===== src/rtl/branch_predict_unit_if.sv =====
// Predict/resolve/statistics bundle for branch_predict_unit.
// slave is the predictor's view of the bundle; master is the pipeline's view.
interface branch_predict_unit_if #(
    parameter int DATA_W = 32,
    parameter int CNT_W  = 32
);
    logic              pred_valid_i;
    logic              pred_stall_i;
    logic [31:0]       pred_pc_i;
    logic              pred_taken_o;
    logic              res_valid_i;
    logic [31:0]       res_pc_i;
    logic [5:0]        res_op_i;
    logic [4:0]        res_rt_i;
    logic [DATA_W-1:0] res_srca_i;
    logic [DATA_W-1:0] res_srcb_i;
    logic              res_pred_i;
    logic              res_taken_o;
    logic              mispredict_o;
    logic [CNT_W-1:0]  stat_branch_o;
    logic [CNT_W-1:0]  stat_mispred_o;

    modport slave (
        input  pred_valid_i, pred_stall_i, pred_pc_i,
        input  res_valid_i, res_pc_i, res_op_i, res_rt_i, res_srca_i, res_srcb_i, res_pred_i,
        output pred_taken_o, res_taken_o, mispredict_o, stat_branch_o, stat_mispred_o
    );

    modport master (
        output pred_valid_i, pred_stall_i, pred_pc_i,
        output res_valid_i, res_pc_i, res_op_i, res_rt_i, res_srca_i, res_srcb_i, res_pred_i,
        input  pred_taken_o, res_taken_o, mispredict_o, stat_branch_o, stat_mispred_o
    );
endinterface


===== src/rtl/branch_predict_unit.sv =====
// MIPS conditional-branch resolver with a 2-bit saturating-counter direction predictor.
// Optional gshare indexing is enabled by defining GSHARE_EN.
module branch_predict_unit #(
    parameter int DATA_W = 32,
    parameter int IDX_W  = 8,
    parameter int CNT_W  = 32
) (
    input  logic                  clk,
    input  logic                  resetn,
    branch_predict_unit_if.slave  bus
);
    localparam int DEPTH = 2 ** IDX_W;

    localparam logic [5:0] OP_REGIMM = 6'h01;
    localparam logic [5:0] OP_BEQ    = 6'h04;
    localparam logic [5:0] OP_BNE    = 6'h05;
    localparam logic [5:0] OP_BLEZ   = 6'h06;
    localparam logic [5:0] OP_BGTZ   = 6'h07;
    localparam logic [4:0] RT_BLTZ   = 5'h00;
    localparam logic [4:0] RT_BGEZ   = 5'h01;
    localparam logic [4:0] RT_BLTZAL = 5'h10;
    localparam logic [4:0] RT_BGEZAL = 5'h11;

    function automatic logic [1:0] ctr_update(input logic [1:0] ctr, input logic up);
        logic [1:0] res;
        if (up) begin
            res = (ctr == 2'b11) ? 2'b11 : ctr + 2'b01;
        end else begin
            res = (ctr == 2'b00) ? 2'b00 : ctr - 2'b01;
        end
        return res;
    endfunction

    function automatic logic [CNT_W-1:0] sat_inc(input logic [CNT_W-1:0] cnt);
        logic [CNT_W-1:0] res;
        if (cnt == {CNT_W{1'b1}}) begin
            res = cnt;
        end else begin
            res = cnt + {{(CNT_W-1){1'b0}}, 1'b1};
        end
        return res;
    endfunction

    logic [1:0]        tbl_q [DEPTH];
    logic              pred_taken_q, pred_taken_d;
    logic              res_taken_q, res_taken_d;
    logic              mispredict_q, mispredict_d;
    logic [CNT_W-1:0]  stat_branch_q, stat_branch_d;
    logic [CNT_W-1:0]  stat_mispred_q, stat_mispred_d;
    logic [IDX_W-1:0]  pred_idx_s, res_idx_s;
    logic              is_br_s, cond_s, tbl_we_s;
    logic [1:0]        tbl_wdata_s;
    logic              a_neg_s, a_zero_s;
    logic              unused_pc_s;

    assign unused_pc_s = ^{bus.pred_pc_i[31:IDX_W+2], bus.pred_pc_i[1:0],
                           bus.res_pc_i[31:IDX_W+2], bus.res_pc_i[1:0]};

`ifdef GSHARE_EN
    logic [IDX_W-1:0] ghr_q, ghr_d;

    assign pred_idx_s = bus.pred_pc_i[IDX_W+1:2] ^ ghr_q;
    assign res_idx_s  = bus.res_pc_i[IDX_W+1:2] ^ ghr_q;

    // Global history shifts in each resolved branch outcome.
    always_comb begin
        ghr_d = ghr_q;
        if (tbl_we_s) begin
            ghr_d = {ghr_q[IDX_W-2:0], cond_s};
        end else begin
            ghr_d = ghr_q;
        end
    end

    // History register.
    always_ff @(posedge clk or negedge resetn) begin
        if (!resetn) begin
            ghr_q <= {IDX_W{1'b0}};
        end else begin
            ghr_q <= ghr_d;
        end
    end
`else
    assign pred_idx_s = bus.pred_pc_i[IDX_W+1:2];
    assign res_idx_s  = bus.res_pc_i[IDX_W+1:2];
`endif

    assign a_neg_s  = bus.res_srca_i[DATA_W-1];
    assign a_zero_s = (bus.res_srca_i == {DATA_W{1'b0}});

    // Branch decode and condition evaluation for the EX instruction.
    always_comb begin
        is_br_s = 1'b0;
        cond_s  = 1'b0;
        case (bus.res_op_i)
            OP_BEQ:  begin is_br_s = 1'b1; cond_s = (bus.res_srca_i == bus.res_srcb_i); end
            OP_BNE:  begin is_br_s = 1'b1; cond_s = (bus.res_srca_i != bus.res_srcb_i); end
            OP_BGTZ: begin is_br_s = 1'b1; cond_s = !a_neg_s && !a_zero_s; end
            OP_BLEZ: begin is_br_s = 1'b1; cond_s = a_neg_s || a_zero_s; end
            OP_REGIMM: begin
                case (bus.res_rt_i)
                    RT_BGEZ, RT_BGEZAL: begin is_br_s = 1'b1; cond_s = !a_neg_s; end
                    RT_BLTZ, RT_BLTZAL: begin is_br_s = 1'b1; cond_s = a_neg_s; end
                    default:            begin is_br_s = 1'b0; cond_s = 1'b0; end
                endcase
            end
            default: begin is_br_s = 1'b0; cond_s = 1'b0; end
        endcase
    end

    assign tbl_we_s    = bus.res_valid_i && is_br_s;
    assign tbl_wdata_s = ctr_update(tbl_q[res_idx_s], cond_s);

    // Next-state for prediction, resolve outputs and statistics.
    always_comb begin
        pred_taken_d   = pred_taken_q;
        res_taken_d    = 1'b0;
        mispredict_d   = 1'b0;
        stat_branch_d  = stat_branch_q;
        stat_mispred_d = stat_mispred_q;
        if (bus.pred_stall_i) begin
            pred_taken_d = pred_taken_q;
        end else if (bus.pred_valid_i) begin
            pred_taken_d = tbl_q[pred_idx_s][1];
        end else begin
            pred_taken_d = 1'b0;
        end
        if (bus.res_valid_i) begin
            res_taken_d  = cond_s;
            mispredict_d = is_br_s && (cond_s ^ bus.res_pred_i);
        end else begin
            res_taken_d  = 1'b0;
            mispredict_d = 1'b0;
        end
        if (tbl_we_s) begin
            stat_branch_d = sat_inc(stat_branch_q);
        end else begin
            stat_branch_d = stat_branch_q;
        end
        if (bus.res_valid_i && mispredict_d) begin
            stat_mispred_d = sat_inc(stat_mispred_q);
        end else begin
            stat_mispred_d = stat_mispred_q;
        end
    end

    // Output and statistics registers.
    always_ff @(posedge clk or negedge resetn) begin
        if (!resetn) begin
            pred_taken_q   <= 1'b0;
            res_taken_q    <= 1'b0;
            mispredict_q   <= 1'b0;
            stat_branch_q  <= {CNT_W{1'b0}};
            stat_mispred_q <= {CNT_W{1'b0}};
        end else begin
            pred_taken_q   <= pred_taken_d;
            res_taken_q    <= res_taken_d;
            mispredict_q   <= mispredict_d;
            stat_branch_q  <= stat_branch_d;
            stat_mispred_q <= stat_mispred_d;
        end
    end

    // Counter table; the predict read above sees the value from before this edge's write.
    always_ff @(posedge clk or negedge resetn) begin
        if (!resetn) begin
            for (int i = 0; i < DEPTH; i++) begin
                tbl_q[i] <= 2'b01;
            end
        end else if (tbl_we_s) begin
            tbl_q[res_idx_s] <= tbl_wdata_s;
        end
    end

    assign bus.pred_taken_o   = pred_taken_q;
    assign bus.res_taken_o    = res_taken_q;
    assign bus.mispredict_o   = mispredict_q;
    assign bus.stat_branch_o  = stat_branch_q;
    assign bus.stat_mispred_o = stat_mispred_q;
endmodule

===== src/flat_wrapper.sv =====
// flat-port wrapper written by rule: the top's interface ports become plain ports
module branch_predict_unit_flat 
#(
    parameter int DATA_W = 32,
    parameter int IDX_W  = 8,
    parameter int CNT_W  = 32
)
  (clk, resetn, bus_pred_valid_i, bus_pred_stall_i, bus_pred_pc_i, bus_res_valid_i, bus_res_pc_i, bus_res_op_i, bus_res_rt_i, bus_res_srca_i, bus_res_srcb_i, bus_res_pred_i, bus_pred_taken_o, bus_res_taken_o, bus_mispredict_o, bus_stat_branch_o, bus_stat_mispred_o);
  branch_predict_unit_if #(.DATA_W(DATA_W), .CNT_W(CNT_W)) bus_i ();
  input  logic clk;
  input  logic resetn;
  input wire logic [$bits(bus_i.pred_valid_i)-1:0] bus_pred_valid_i;
  input wire logic [$bits(bus_i.pred_stall_i)-1:0] bus_pred_stall_i;
  input wire logic [$bits(bus_i.pred_pc_i)-1:0] bus_pred_pc_i;
  input wire logic [$bits(bus_i.res_valid_i)-1:0] bus_res_valid_i;
  input wire logic [$bits(bus_i.res_pc_i)-1:0] bus_res_pc_i;
  input wire logic [$bits(bus_i.res_op_i)-1:0] bus_res_op_i;
  input wire logic [$bits(bus_i.res_rt_i)-1:0] bus_res_rt_i;
  input wire logic [$bits(bus_i.res_srca_i)-1:0] bus_res_srca_i;
  input wire logic [$bits(bus_i.res_srcb_i)-1:0] bus_res_srcb_i;
  input wire logic [$bits(bus_i.res_pred_i)-1:0] bus_res_pred_i;
  output wire logic [$bits(bus_i.pred_taken_o)-1:0] bus_pred_taken_o;
  output wire logic [$bits(bus_i.res_taken_o)-1:0] bus_res_taken_o;
  output wire logic [$bits(bus_i.mispredict_o)-1:0] bus_mispredict_o;
  output wire logic [$bits(bus_i.stat_branch_o)-1:0] bus_stat_branch_o;
  output wire logic [$bits(bus_i.stat_mispred_o)-1:0] bus_stat_mispred_o;
  assign bus_i.pred_valid_i = bus_pred_valid_i;
  assign bus_i.pred_stall_i = bus_pred_stall_i;
  assign bus_i.pred_pc_i = bus_pred_pc_i;
  assign bus_i.res_valid_i = bus_res_valid_i;
  assign bus_i.res_pc_i = bus_res_pc_i;
  assign bus_i.res_op_i = bus_res_op_i;
  assign bus_i.res_rt_i = bus_res_rt_i;
  assign bus_i.res_srca_i = bus_res_srca_i;
  assign bus_i.res_srcb_i = bus_res_srcb_i;
  assign bus_i.res_pred_i = bus_res_pred_i;
  assign bus_pred_taken_o = bus_i.pred_taken_o;
  assign bus_res_taken_o = bus_i.res_taken_o;
  assign bus_mispredict_o = bus_i.mispredict_o;
  assign bus_stat_branch_o = bus_i.stat_branch_o;
  assign bus_stat_mispred_o = bus_i.stat_mispred_o;
  branch_predict_unit #(.DATA_W(DATA_W), .IDX_W(IDX_W), .CNT_W(CNT_W)) u_core (.clk(clk), .resetn(resetn), .bus(bus_i));
endmodule

===== config.mk =====
export PLATFORM = sky130hd
export DESIGN_NAME = branch_predict_unit_flat
export DESIGN_NICKNAME = d
export VERILOG_FILES = /design/src/rtl/branch_predict_unit_if.sv /design/src/rtl/branch_predict_unit.sv /design/src/flat_wrapper.sv
export SDC_FILE = /design/constraint.sdc
export NUM_CORES = 1
export LEC_CHECK = 0
export CELL_PAD_IN_SITES_DETAIL_PLACEMENT = 0
export CELL_PAD_IN_SITES_GLOBAL_PLACEMENT = 1
export CORE_MARGIN = 2
export CORE_UTILIZATION = 44
export CTS_BUF_LIST = sky130_fd_sc_hd__clkbuf_16
export CTS_CLUSTER_DIAMETER = 60
export CTS_CLUSTER_SIZE = 16
export DETAILED_ROUTE_END_ITERATION = 10
export PLACE_DENSITY_LB_ADDON = 0.08
export SETUP_SLACK_MARGIN = 0.4
export SLEW_MARGIN = 20
export SYNTH_ARGS = -nofsm -noshare
export SYNTH_HDL_FRONTEND = slang
export SYNTH_SLANG_ARGS = --single-unit

===== constraint.sdc =====
create_clock -name clk -period 2.9 [get_ports clk]
set_input_delay 0.435 -clock clk [delete_from_list [all_inputs] [get_ports clk]]
set_output_delay 0.435 -clock clk [all_outputs]
set_load 0.02 [all_outputs]

## Word-level counts from Yosys, hierarchy flattened

Index checks and enable logic that the tools add are counted.
Widths: inputs -> output; s select.

| operators by class | value |
|---|---|
| add/subtract/negate cells | 4 |
| multiply operators | 0 |
| divide/modulo/power cells | 0 |
| $lt $le $gt $ge | 3 |
| equality and inequality tests | 13 |
| shift-type cells | 0 |
| muxes and demuxes | 19 |
| bitwise operators | 5 |
| reduce and logical (&&, ||, !) cells | 17 |

Operators by type and width:

| operator | count |
|---|---|
| $bwmux 512 | 1 |
| $add 32x1->32 const B | 2 |
| $eq 32x32->1 const B | 2 |
| $bmux 2 s8 | 2 |
| $eq 32x32->1 | 1 |
| $logic_not 32->1 | 1 |
| $ne 32x32->1 | 1 |
| $eq 6x3->1 const B | 4 |
| $ge 9x9->1 const B | 2 |
| $not 8->9 | 2 |
| $demux 2 s8 | 1 |
| $mux 2 | 8 |
| $eq 5x5->1 const B | 2 |
| $lt 9x1->1 const B | 1 |
| $reduce_or 4->1 | 2 |
| $eq 6x1->1 const B | 1 |
| $eq 5x1->1 const B | 1 |
| $logic_and 1x1->1 | 5 |
| $logic_not 5->1 | 1 |
| $pmux 1 s5 | 1 |
| $mux 1 | 4 |
| $pmux 1 s2 | 2 |
| $reduce_and 2->1 | 2 |
| $reduce_or 2->1 | 2 |
| 8 further kinds | 10 |

| word-level totals | value |
|---|---|
| register bits | 579 |
| latch bits | 0 |
| memory bits (writable) | 0 |
| ROM bits | 0 |
| bits of input ports | 145 |
| output and inout bits | 67 |
| logic and storage cells | 322 |
| memories | 0 |

## Depth between registers and ports, before layout

| depth | value |
|---|---|
| word-level depth | 9 |
| depth in mapped cells | 16 |
| depth with buffers taken out | 10 |

## Worst setup path after synthesis

OpenSTA, ideal clock, no wires.

| path | value |
|---|---|
| path type | input port to flip-flop |
| from | input port bus_pred_pc_i[2] |
| to | register u_core.pred_taken_q, in the netlist u_core.bus.pred_taken_o |
| library setup time | 0.126 ns |
| arrival time | 3.150 ns |
| required time | 2.774 ns |
| path slack | -0.376 ns |
| stages | 9 |
| buffers on the path | 2 |
| cells stage by stage | clkbuf_1 -> buf_1 -> mux4_2 -> mux4_2 -> mux4_2 -> nand2_1 -> nand2_1 -> o211ai_1 -> o21ai_0 |

| between the ends | value |
|---|---|
| word-level cells in the longest chain between the ends | 5 |

RTL lines:

| item | line | RTL |
|---|---|---|
| from (decl) | flat_wrapper.sv:14 | `input wire logic [$bits(bus_i.pred_pc_i)-1:0] bus_pred_pc_i;` |
| $not 8->9 (implied by the code) | branch_predict_unit.sv:124 | `pred_taken_d = tbl_q[pred_idx_s][1];` |
| $bmux 2 s8 | branch_predict_unit.sv:124 |  |
| $mux 2 (implied by the code) (2 in a row) | branch_predict_unit.sv:124 |  |
| $mux 1 | branch_predict_unit.sv:123 | `end else if (bus.pred_valid_i) begin` |
| to (signal assigned) | branch_predict_unit.sv:156 | `pred_taken_q <= pred_taken_d;` |
| to (decl) | branch_predict_unit.sv:45 | `logic pred_taken_q, pred_taken_d;` |

No other way between the ends. The select of a mux whose other input is x is not followed.
A chain may end at the register's enable or synchronous reset.

## Worst setup path after layout

| path | value |
|---|---|
| from | register u_core.tbl_q[280] in the netlist's numbering |
| to | register u_core.tbl_q[354] in the netlist's numbering |

| between the ends | value |
|---|---|
| word-level cells in the longest chain between the ends | 7 |

RTL lines:

| item | line | RTL |
|---|---|---|
| from (decl) | branch_predict_unit.sv:44 | `logic [1:0] tbl_q [DEPTH];` |
| from (signal, indexed assignment) | branch_predict_unit.sv:171 | `tbl_q[res_idx_s] <= tbl_wdata_s;` |
| $bmux 2 s8 (*) | branch_predict_unit.sv:112 | `assign tbl_wdata_s = ctr_update(tbl_q[res_idx_s], cond_s);` |
| $mux 2 (implied by the code) (*) (2 in a row) | branch_predict_unit.sv:112 |  |
| $sub 2x1->2 (tied with other cells) | branch_predict_unit.sv:29 | `res = (ctr == 2'b00) ? 2'b00 : ctr - 2'b01;` |
| $mux 2, on equally long branches | branch_predict_unit.sv:29, branch_predict_unit.sv:27 |  |
| $mux 2 (*) | branch_predict_unit.sv:26 | `if (up) begin` |
| $bwmux 512 (*) | branch_predict_unit.sv:171 |  |

Mark *: on every way between the ends. The rest lies on a longest branch, timed or not. The select of a mux whose other input is x is not followed.

==> impl_metrics.tcl <==
set metrics [dict create \
    yosysUniqueCellTypes 58 \
    port-buffer-count 162 \
    fmax_ghz 0.304 \
    design_area_um2 41100 \
    fin_util_pct 58.5 \
    final_layout_size_suffix_gt1_share_pct 41.3 \
    chipHeight_um 270 \
    rows 97 \
    wl_per_cell_um 25.8 \
    vias_per_cell 6.34 \
    synth.avg_cell_area_um2 11.4 \
    antenna_found_initial 0 \
    clock_sinks 579 \
    grt_max_degree 76 \
    route.vias.total 25900 \
    cp-start-kind "register" \
    num_io_pins 212 \
    worstPathCellList "mux4_2 > mux4_2 > nor2b_4 > a211o_1 > o311ai_2 > buf_4 > nand4_1 > maj3_4 > buf_12 > clkbuf_16 > o31ai_2" \
    diodes 0 \
    grt.overflow.total 0 \
    start_util_pct 44.5 \
    fin_ws_ns -0.392 \
    powerDensity_nw_per_um2 443 \
    drcViolationCount 0 \
    synth_nets 2886 \
    ant_nets 0 \
    synth.most_common_cell "dfrtp_1" \
    worst_slew_pin_slew_ns 0.738 \
    final_cells 4081 \
    synth_edf_count 0 \
    grt_pass1_wl_mm 157 \
    gp_congestion 0.942 \
    ys_ff_latch 579 \
    p_total_w 0.0182 \
    nets 3245 \
    crit_fanout 27 \
    dieArea_um2 73100 \
    clock_latency_ns 0.65 \
    place_ws_ns -1.05 \
    cp.required_ns 3.46 \
    chipWidth_um 270 \
    yosys.area.top_type "dfrtp_1" \
    ys_warn_count 0 \
    gr-usage-all-layers_pct 27.7 \
    synth_common_cells "dfrtp_1 (323), a21oi_1 (267), o21ai_0 (263)" \
    dp.cells 3936 \
    violations "setup timing" \
    async_flop_share_pct 100 \
    drt_iter0_drc 2466 \
    worst_ep_arrival_time_ns 3.85 \
    area_growth_pct 31.4 \
    slew_viol_final 0 \
    synth_area_leaders "dfrtp_1 (26%), dfstp_2 (22%), mux4_2 (14%), a31oi_1 (5.2%), o31ai_2 (5.2%)" \
    setup_viol 512 \
    fin_crit_sh_pct 114 \
    cp-end-kind "register" \
    placed_area_um2 36800 \
    grt_setup_unrepaired "true" \
    ys_seq_area_share_pct 47.4 \
    maxCapViolCount 0 \
    fin_crit_ns 3.29 \
    p_leak_nw 15.8 \
    totalWireLength_mm 105 \
    cts_tree "built" \
    crit_family "multiplexers" \
    syn_inst 2739 \
    synth_area_um2 31200 \
    clockRootBuffer "clkbuf_16" \
    htree_levels 2 \
    hold_viol_final 0 \
    cts.clk_slew.worst_paths_ns 0.07 \
    grt_pass1_vias 24900 \
    path_buf_inv 3 \
    critical_path.max_stage_delay_ns 0.51 \
    status "complete, but fails checks" \
    synthFlopType "dfrtp_1" \
    cts_buffers 54 \
    ir_drop_uv 457 \
    critPathKind "reg2reg" \
    critPathMostFrequentCell "mux4_2" \
    core_um2 70100 \
    relSlewSlack_pct 50.8 \
    clock_path_buffers 3 \
    min_path_type "in2async" \
    fin_skew_ns 0.0299 \
    dr.pass1.iters 6 \
    dp_hpwl_mm 66.0 \
    synth_top_area_share_pct 25.9 \
    cpMaxStageDelayCell "mux4_2" \
]
[area by class of cell]
| class | count | area, um^2 |
|---|---|---|
| clock buffer | 56 | 1400 |
| sequential | 579 | 14800 |
| tap | 940 | 1180 |
| clock inverter | 43 | 419 |
| timing repair buffer | 611 | 6740 |
| inverter | 10 | 37.5 |
| fill | 5701 | 29100 |
| multi-input combinational | 1842 | 16500 |
[per-stage QoR]
stage / hold WS (ns) / TNS, ns
after floorplan: 0.139 / -85.79
after global placement: 0.462 / -506.97
after detailed placement: 0.469 / -498.11
after CTS: 0.358 / -136.00
after global routing: 0.400 / -192.84
final: 0.361 / -142.71
[sequential cells by signal, indices dropped and copies added (netlist names)]
name	flops
u_core.bus.mispredict_o	1
u_core.bus.pred_taken_o	1
u_core.bus.res_taken_o	1
u_core.bus.stat_branch_o	32
u_core.bus.stat_mispred_o	32
u_core.tbl_q	512
[cell usage in the layout (no fill, tap or decap), drive strengths merged, types with 6 or more instances in the layout]
cell	instances
buf	442
nor2b	10
o21ai	264
nand2	196
o22ai	11
clkdlybuf4s50	156
dfrtp	323
xnor2	71
a21oi	267
nand2b	8
nor4	17
o31ai	206
inv	20
a22oi	9
and2	8
dfstp	256
mux2i	56
nor3	22
and3	21
a211oi	6
nor2	60
xor2	25
a31oi	262
clkinv	24
nand3	43
mux4	197
clkbuf	68
nand4	25
mux2	9
[layer usage]
metal  track usage (%)  wire [um]  vias to the layer above
met4              7.21       2600                        0
met1              40.5      46300                    13300
li1                  -          -                    11300
met3              3.99       7280                      159
met2              43.4      49300                     1073
met5                 0          0                        -
[path summary, 6_finish.rpt]
kind	startpoint	end	slack [ns]	cells after the start
min	resetn	u_core.bus.stat_mispred_o[16]$_DFFE_PN0P_	0.36	2
max in group asynchronous	resetn	u_core.tbl_q[111]$_DFFE_PN0P_	1.52	3
min reg2reg	u_core.tbl_q[68]$_DFFE_PN1P_	u_core.tbl_q[68]$_DFFE_PN1P_	0.46	2
max	u_core.tbl_q[280]$_DFFE_PN1P_	u_core.tbl_q[354]$_DFFE_PN1P_	-0.39	11
max reg2reg	u_core.tbl_q[280]$_DFFE_PN1P_	u_core.tbl_q[354]$_DFFE_PN1P_	-0.39	11
min in group clk	bus_pred_stall_i	u_core.bus.pred_taken_o$_DFFE_PN0N_	0.38	3
[report_power, final]
part	switching [W]	internal, W
clock network	0.00350	0.00402
registers	0.0000698	0.00817
logic	0.00140	0.00102
[cells by family (layout without fill, tap and decap cells)]
| logic type | count (synthesis) | after routing | synth area share, % |
|---|---|---|---|
| AOI/OAI and AO/OA | 1052 | 1052 | 22.1 |
| xor gates and xnor gates | 96 | 96 | 2.69 |
| adders and majority gates | 4 | 4 | 0.152 |
| buffers and inverters | 318 | 720 | 4.92 |
| DFF | 579 | 579 | 47.4 |
| muxes | 262 | 262 | 16.3 |
| and+or+nand+nor | 428 | 428 | 6.37 |
[worst reg2reg max path, delay by kind of cell, from the launching register on]
kind,cells,cell delay [ns]
AND/OR/NAND/NOR,2,0.27
AO/OA/AOI/OAI,3,0.62
adder cells (fa/ha/maj),1,0.42
multiplexers,2,0.98
buffers and inverters,3,0.58
flip-flops,1,0.37
[timing repair]
item / 4_1_cts / 5_1_grt
endpoints found under the setup margin: 567 / 573
setup buffers: 13 / 3
gates resized for setup: 52 / 163
pin swaps: 13 / 14
gates cloned: 13 / 16
hold buffers: 1 / 0
endpoints found under the hold margin: 22 / 0
Power figures use the tool's default switching activity.
